**src/rtl/iab_bus_arbiter.sv**
```systemverilog
// iab_bus_arbiter
//   Shares one narrow output bus between NUM_REQ iab instances. A requester
//   raising req is chosen round-robin and gets a one-cycle gnt pulse. Its
//   data_in word is then muxed onto bus_data, and accepted_in is routed back
//   to it, until BEATS words have been accepted.
//
// Optional build macro: IAB_ARB_TIMEOUT_EN
//   Adds a watchdog that aborts a burst after TIMEOUT_CYCLES consecutive
//   XFER edges without accepted_in. Without the macro, timeout_err is
//   constant 0 and XFER waits indefinitely.
//
// Ports:
//   clk          in   rising-edge clock
//   rst_n        in   synchronous active-low reset
//   req          in   [NUM_REQ]            reqIAB from each iab
//   data_in      in   [NUM_REQ*DATA_WIDTH] dataOut of iab i at [i*DATA_WIDTH +: DATA_WIDTH]
//   accepted_in  in   consumer acceptedI, one pulse per word taken
//   gnt          out  [NUM_REQ]            one-hot, one-cycle grant pulse
//   accepted_out out  [NUM_REQ]            accepted_in routed to the owner during XFER
//   bus_data     out  [DATA_WIDTH]         owner's word during XFER, else 0
//   bus_valid    out  high while a burst is in progress
//   owner        out  index of the current or last owner
//   busy         out  state != IDLE
//   timeout_err  out  one-cycle watchdog abort pulse
module iab_bus_arbiter #(
  parameter int NUM_REQ        = 4,
  parameter int DATA_WIDTH     = 8,
  parameter int BEATS          = 8,
  parameter int TIMEOUT_CYCLES = 16
) (
  input  logic                          clk,
  input  logic                          rst_n,
  input  logic [NUM_REQ-1:0]            req,
  input  logic [NUM_REQ*DATA_WIDTH-1:0] data_in,
  input  logic                          accepted_in,
  output logic [NUM_REQ-1:0]            gnt,
  output logic [NUM_REQ-1:0]            accepted_out,
  output logic [DATA_WIDTH-1:0]         bus_data,
  output logic                          bus_valid,
  output logic [$clog2(NUM_REQ)-1:0]    owner,
  output logic                          busy,
  output logic                          timeout_err
);

  localparam int OW = $clog2(NUM_REQ);
  localparam int BW = $clog2(BEATS) + 1;

  typedef enum logic [1:0] {IDLE, GRANT, XFER} state_t;

  state_t             state_q, state_d;
  logic [OW-1:0]      owner_q, owner_d;
  logic [BW-1:0]      beat_cnt_q, beat_cnt_d;
  logic [NUM_REQ-1:0] gnt_q, gnt_d;
  logic               bus_valid_q, bus_valid_d;
  logic               busy_q, busy_d;

  logic [OW-1:0]      rr_pick;
  logic [OW-1:0]      cand;
  logic               found;
  logic               xfer;
  logic               timeout_hit;

  logic [DATA_WIDTH-1:0] data_arr [NUM_REQ];

  assign xfer = (state_q == XFER);

  // Split the flat input bus into per-requester words and route the
  // consumer's accept strobe back to the owner only.
  for (genvar gi = 0; gi < NUM_REQ; gi++) begin : g_lane
    assign data_arr[gi]     = data_in[gi*DATA_WIDTH +: DATA_WIDTH];
    assign accepted_out[gi] = xfer && accepted_in && (owner_q == OW'(gi));
  end

  assign bus_data = xfer ? data_arr[owner_q] : '0;

  // Round-robin search: first set req bit starting just after the last owner.
  always_comb begin
    rr_pick = owner_q;
    cand    = '0;
    found   = 1'b0;
    for (int i = 1; i <= NUM_REQ; i++) begin
      cand = OW'((int'(owner_q) + i) % NUM_REQ);
      if (!found && req[cand]) begin
        rr_pick = cand;
        found   = 1'b1;
      end
    end
  end

`ifdef IAB_ARB_TIMEOUT_EN
  localparam int TW = $clog2(TIMEOUT_CYCLES) + 1;

  logic [TW-1:0] idle_cnt_q, idle_cnt_d;
  logic          timeout_err_q;

  // Counts consecutive XFER edges without an accept; zero outside XFER so
  // every burst starts with a fresh budget.
  always_comb begin
    idle_cnt_d = '0;
    if (xfer && !accepted_in) begin
      idle_cnt_d = idle_cnt_q + 1'b1;
    end
  end

  assign timeout_hit = xfer && (idle_cnt_d == TW'(TIMEOUT_CYCLES));

  always_ff @(posedge clk) begin
    if (!rst_n) begin
      idle_cnt_q    <= '0;
      timeout_err_q <= 1'b0;
    end else begin
      idle_cnt_q    <= timeout_hit ? '0 : idle_cnt_d;
      timeout_err_q <= timeout_hit;
    end
  end

  assign timeout_err = timeout_err_q;
`else
  assign timeout_hit = 1'b0;
  assign timeout_err = 1'b0;
`endif

  always_comb begin
    state_d    = state_q;
    owner_d    = owner_q;
    beat_cnt_d = beat_cnt_q;
    unique case (state_q)
      IDLE: begin
        if (|req) begin
          owner_d = rr_pick;
          state_d = GRANT;
        end
      end
      GRANT: begin
        state_d    = XFER;
        beat_cnt_d = '0;
      end
      XFER: begin
        // A watchdog abort keeps owner as the round-robin pointer, exactly
        // like a normal completion.
        if (timeout_hit) begin
          state_d    = IDLE;
          beat_cnt_d = '0;
        end else if (accepted_in) begin
          if (beat_cnt_q == BW'(BEATS - 1)) begin
            state_d    = IDLE;
            beat_cnt_d = '0;
          end else begin
            beat_cnt_d = beat_cnt_q + 1'b1;
          end
        end
      end
      default: begin
        state_d    = IDLE;
        beat_cnt_d = '0;
      end
    endcase

    // Outputs are registered from the next state so they line up with it.
    gnt_d = '0;
    if (state_d == GRANT) begin
      gnt_d[owner_d] = 1'b1;
    end
    bus_valid_d = (state_d == XFER);
    busy_d      = (state_d != IDLE);
  end

  always_ff @(posedge clk) begin
    if (!rst_n) begin
      state_q     <= IDLE;
      owner_q     <= OW'(NUM_REQ - 1);
      beat_cnt_q  <= '0;
      gnt_q       <= '0;
      bus_valid_q <= 1'b0;
      busy_q      <= 1'b0;
    end else begin
      state_q     <= state_d;
      owner_q     <= owner_d;
      beat_cnt_q  <= beat_cnt_d;
      gnt_q       <= gnt_d;
      bus_valid_q <= bus_valid_d;
      busy_q      <= busy_d;
    end
  end

  assign gnt       = gnt_q;
  assign bus_valid = bus_valid_q;
  assign busy      = busy_q;
  assign owner     = owner_q;

endmodule

```
**config.mk**
```make
export PLATFORM = sky130hd
export DESIGN_NAME = iab_bus_arbiter
export DESIGN_NICKNAME = d
export VERILOG_FILES = /design/src/rtl/iab_bus_arbiter.sv
export SDC_FILE = /design/constraint.sdc
export NUM_CORES = 1
export LEC_CHECK = 0
export BUFFER_PORTS_ARGS = -buffer_cell sky130_fd_sc_hd__buf_2
export CAP_MARGIN = 20
export CORE_UTILIZATION = 49
export CTS_CLUSTER_DIAMETER = 120
export CTS_CLUSTER_SIZE = 8
export DETAILED_ROUTE_END_ITERATION = 8
export GPL_TIMING_DRIVEN = 0
export PLACE_DENSITY = 0.95
export SKIP_CTS_REPAIR_TIMING = 1
export SLEW_MARGIN = 20
export SYNTH_ARGS = -nofsm -noshare
export SYNTH_HDL_FRONTEND = slang
export SYNTH_SLANG_ARGS = --single-unit
export TNS_END_PERCENT = 50
```
**constraint.sdc**
```tcl
create_clock -name clk -period 4.4 [get_ports clk]
set_input_delay 0.88 -clock clk [delete_from_list [all_inputs] [get_ports clk]]
set_output_delay 0.88 -clock clk [all_outputs]
set_load 0.02 [all_outputs]
```
== After elaboration in Yosys (flattened, before gate mapping) ==
Index checks and enable logic that the tools add are counted.

* Muxes and demuxes: 30
* Add/subtract/negate cells: 5
* Bitwise logic cells: 2
* Reductions and logical operators: 18
* $lt $le $gt $ge: 7
* Equality and inequality tests: 9

{| class="wikitable"
|+ Operators with widths
! cell !! number
|-
| 8-bit two-way mux || 3
|-
| 2-bit two-way mux || 9
|-
| 8-bit binary-select mux with 2-bit select || 1
|-
| 2-bit by 3-bit less-than comparator with 1-bit output (second input constant) || 5
|-
| 1-bit logical AND || 9
|-
| 1-bit binary-select mux with 2-bit select || 4
|-
| 2-bit == test (second input constant) || 4
|-
| 1-bit two-way mux || 8
|-
| 4-bit two-way mux || 2
|-
| 4-bit case mux with 2 select lines || 1
|-
| 2-bit by 1-bit == test with 1-bit output (second input constant) || 3
|-
| 2-bit case mux with 3 select lines || 1
|-
| 2-bit by 1-bit adder with 2-bit output (second input constant) || 2
|-
| 2-bit adder (second input constant) || 2
|-
| 4-bit by 1-bit adder with 4-bit output (second input constant) || 1
|-
| 4-bit by 3-bit == test with 1-bit output (second input constant) || 1
|-
| 2-bit zero test || 2
|-
| 2-bit AND reduction || 2
|-
| 4-bit OR reduction || 1
|-
| 3-bit greater-or-equal comparator (second input constant) || 1
|-
| 1-bit zero test || 3
|-
| 2-bit inverter with 3-bit output || 1
|-
| 1-bit demux with 2-bit select || 1
|-
| 2-bit by 1-bit greater-or-equal comparator with 1-bit output (second input constant) || 1
|-
| other kinds (3) || 3
|}

* Input port bits: 39
* Flip-flop bits (word level): 14

== Depth between registers and ports, before layout ==
* Depth in word-level cells: 19
* Depth in mapped cells: 8
* Gate-level depth less buffers: 7

== Least setup slack after synthesis ==
Ideal clock, no wire load.

* Kind: register to output
* From: register owner_q[0] (netlist: owner[0])
* To: output port bus_data[0]
* Slack: 1.672 ns
* Stages on the path, launching flop included: 5
* Required time: 3.520 ns
* Arrival: 1.848 ns
* Path through: dfxtp_1 buf_2 buf_2 mux4_2 nor2b_1

* Cells in the longest elaborated chain, start to end: 5

{| class="wikitable"
|+ RTL lines
! element !! line !! source
|-
| from (decl) || 51 || <nowiki>logic [OW-1:0] owner_q, owner_d;</nowiki>
|-
| from (signal assigned) || 171 || <nowiki>owner_q <= OW'(NUM_REQ - 1);</nowiki>
|-
| from (signal assigned) || 178 || <nowiki>owner_q <= owner_d;</nowiki>
|-
| 2-bit inverter with 3-bit output (implied by the code) || 74 || <nowiki>assign bus_data = xfer ? data_arr[owner_q] : '0;</nowiki>
|-
| 8-bit binary-select mux with 2-bit select || 74 ||
|-
| 8-bit two-way mux (implied by the code) (2 in a row) || 74 ||
|-
| 8-bit two-way mux || 74 ||
|-
| to (decl) || 38 || <nowiki>output logic [DATA_WIDTH-1:0] bus_data,</nowiki>
|}

Every way passes these cells. The select of a mux whose other input is x is not followed.

== Final worst setup path ==
* From: register owner_q[0] (netlist: owner[0])
* To: output port bus_data[5]

The elaborated chain is that of the path after synthesis.

==> metrics.txt <==
status=completed; std cell rows=17; remaining antenna violation count after routing=0; Max-cap violations=0; Routed WL=about 2.8 mm; routed vias/inst=5.67; Net Count, Synth=171; Req. time, crit path=3.52 ns; initial antenna violation count=0; clock insertion delay at the later pin of the skew report=0.27 ns; CP endpoint kind=output pin; crit start category=flip-flop; post-placement cell area=1540 um^2; Synth async-reset ratio=0%; Syn Std Cell Area=1220 um^2; post-DP HPWL=between 2 and 2.5 mm; Final Max Slew Viols=0; Floorplan Core Area=2280 um^2; CTS tree=yes; maximum fanout along the worst path=10; clock-pin transition on the worst setup and hold timing paths=~0.070 ns; Final setup viols=0; Final Cell Area=1560 um^2; Fillers=187; Post-synth EDFFs=0; register area share after synthesis=23.0%; Peak VDD IR=0.426 mV; final hold vios=0; final worst-path cycle share=72.9%; leak pwr=0.754 nW; Fin Clk Skew=0.000749 ns; Layout area overhead=28.1%; htree depth=1; Die W=around 52 um; TNS Setup=0 ns; Tmin final=3.21 ns; Hold WS=0.497 ns; n_diodes=0; clock buffer depth=2; global-route usage over all layers=24.0%; actual slew at the worst max-slew pin=about 0.58 ns; WS Path Type=reg2out; Post-Syn Area per Cell=between 9 and 10 um^2; Initial Util=53.7%; Ports=60; PD cells=~450 nW/um^2; Peak Freq=roughly 310 MHz; clock sink count=14; die area=2700 um^2; Synth cell types=43; Die Y=51.9 um; overall power=between 600 and 700 uW; synthesized flop and latch total=14; via count=1,218; ratio of cells with drive above 1 in the final layout=47.6%; Layout Nets=233; Remaining DRCs=0; Hold Path Class=reg2reg; grt total ovfl=0; RSZ-0062 raised after global routing=no; root buffer cell=clkbuf_4; vias in the first global route=1,260; synth top area cells=dfxtp_1, mux4_2, ha_1; DR iter-0 viols=16; Arr. time, crit path=2.33 ns; global-route wire length before repair=4.89 mm; Rel. slew slack=61.1%; yosys warns=0; post-synth top area cell=dfxtp_1; post-synthesis cell count=127; share of the synthesized area in the top cell type=23.0%; largest net degree at the start of global routing=11; top_reg_cell synth=dfxtp_1; DRT Pass-1 Iters=4; gpl congestion=approximately 0.86; PortBufs=57; WL per Instance=13.2 um; CTS Buf Count=3
## layer usage
metal	wire (um)	global-route usage, %	vias up
li1	-	-	581
met1	1060	24.1	561
met2	1460	48.1	66
met3	245	2.63	10
met4	84	10.4	0
met5	0	0	-
## stage by stage
stage	worst slack [ns]	utilization [%]	std cells
4_1_cts	1.17	68.7	215
5_1_grt	1.05	68.7	215
3_5_place_dp	1.47	67.7	212
3_3_place_gp	1.52	67.7	212
6_report	1.19	68.7	215
2_1_floorplan	1.67	-	127
## final timing paths
path	start	end	slack [ns]	cells past startpoint
setup / recovery	owner[0]$_SDFF_PN1_	bus_data[5]	1.19	5
hold / removal	beat_cnt_q[3]$_SDFFE_PN0P_	beat_cnt_q[3]$_SDFFE_PN0P_	0.50	2
setup reg to reg	owner[0]$_SDFF_PN1_	owner[1]$_SDFF_PN1_	1.71	8
hold reg to reg	beat_cnt_q[3]$_SDFFE_PN0P_	beat_cnt_q[3]$_SDFFE_PN0P_	0.50	2
## kinds of logic after synthesis
kind of cell	count (synthesis)	synth area share (%)
and+or+nand+nor	55	25.5
buffers and inverters	13	6.45
AOI/OAI and AO/OA	23	15.1
adders and majority gates	5	5.12
DFF	14	23.0
muxes	15	23.9
xor gates and xnor gates	1	0.717
other	1	0.307
## synthesized netlist by cell type, types with 2 or more instances
library cell   n
nor2b_1       10
buf_6          3
a21oi_1        5
mux2_4         3
a211o_1        2
mux4_2        10
dfxtp_1       14
nor3_1         3
nand2_1        6
buf_2          3
nand3_1        4
a2111oi_2      2
and2_1         6
o21ai_0        5
nand2b_1       6
nor2_1        10
inv_1          5
ha_1           5
## sequential cells by signal, summed over array words and instances (netlist names)
signal      cells
beat_cnt_q      4
gnt             4
owner           2
state_q         2
bus_valid       1
busy            1
## cell usage in the layout, fill, tap and decap left out, types with 2 or more instances in the layout
master	instances
dfxtp_1	14
nor3_1	3
buf_6	3
o21ai_0	5
nand3_1	4
nor2_1	10
a21oi_1	5
mux4_2	10
mux2_4	3
inv_1	5
a211o_1	2
buf_2	60
a2111oi_2	2
nand2b_1	6
nand2_1	6
clkbuf_4	3
and2_1	6
ha_1	5
nor2b_1	10
## area by class of cell
class                   count  area, um^2  area share, %
repair buffers             57         285           18.2
flip-flops and latches     14         280           17.9
clock buffers               3        22.5           1.44
well taps                  28        35.0           2.24
multi-input cells         100         862           55.1
inverters                   5        18.8           1.20
plain buffers               8        60.1           3.84
## critical path, cell delays in order (launching register included)
cell and delay (ns):
dfxtp_1 0.55, buf_2 0.30, buf_2 0.34, mux4_2 0.55, nor2b_1 0.14, buf_2 0.17
## report_power, final
| group | internal (mW) | switching (mW) | total (mW) |
|---|---|---|---|
| logic | 0.228 | 0.225 | 0.452 |
| registers | 0.149 | 0.0265 | 0.175 |
| clock network | 0.0317 | 0.0367 | 0.0684 |
Power figures use the tool's default switching activity.
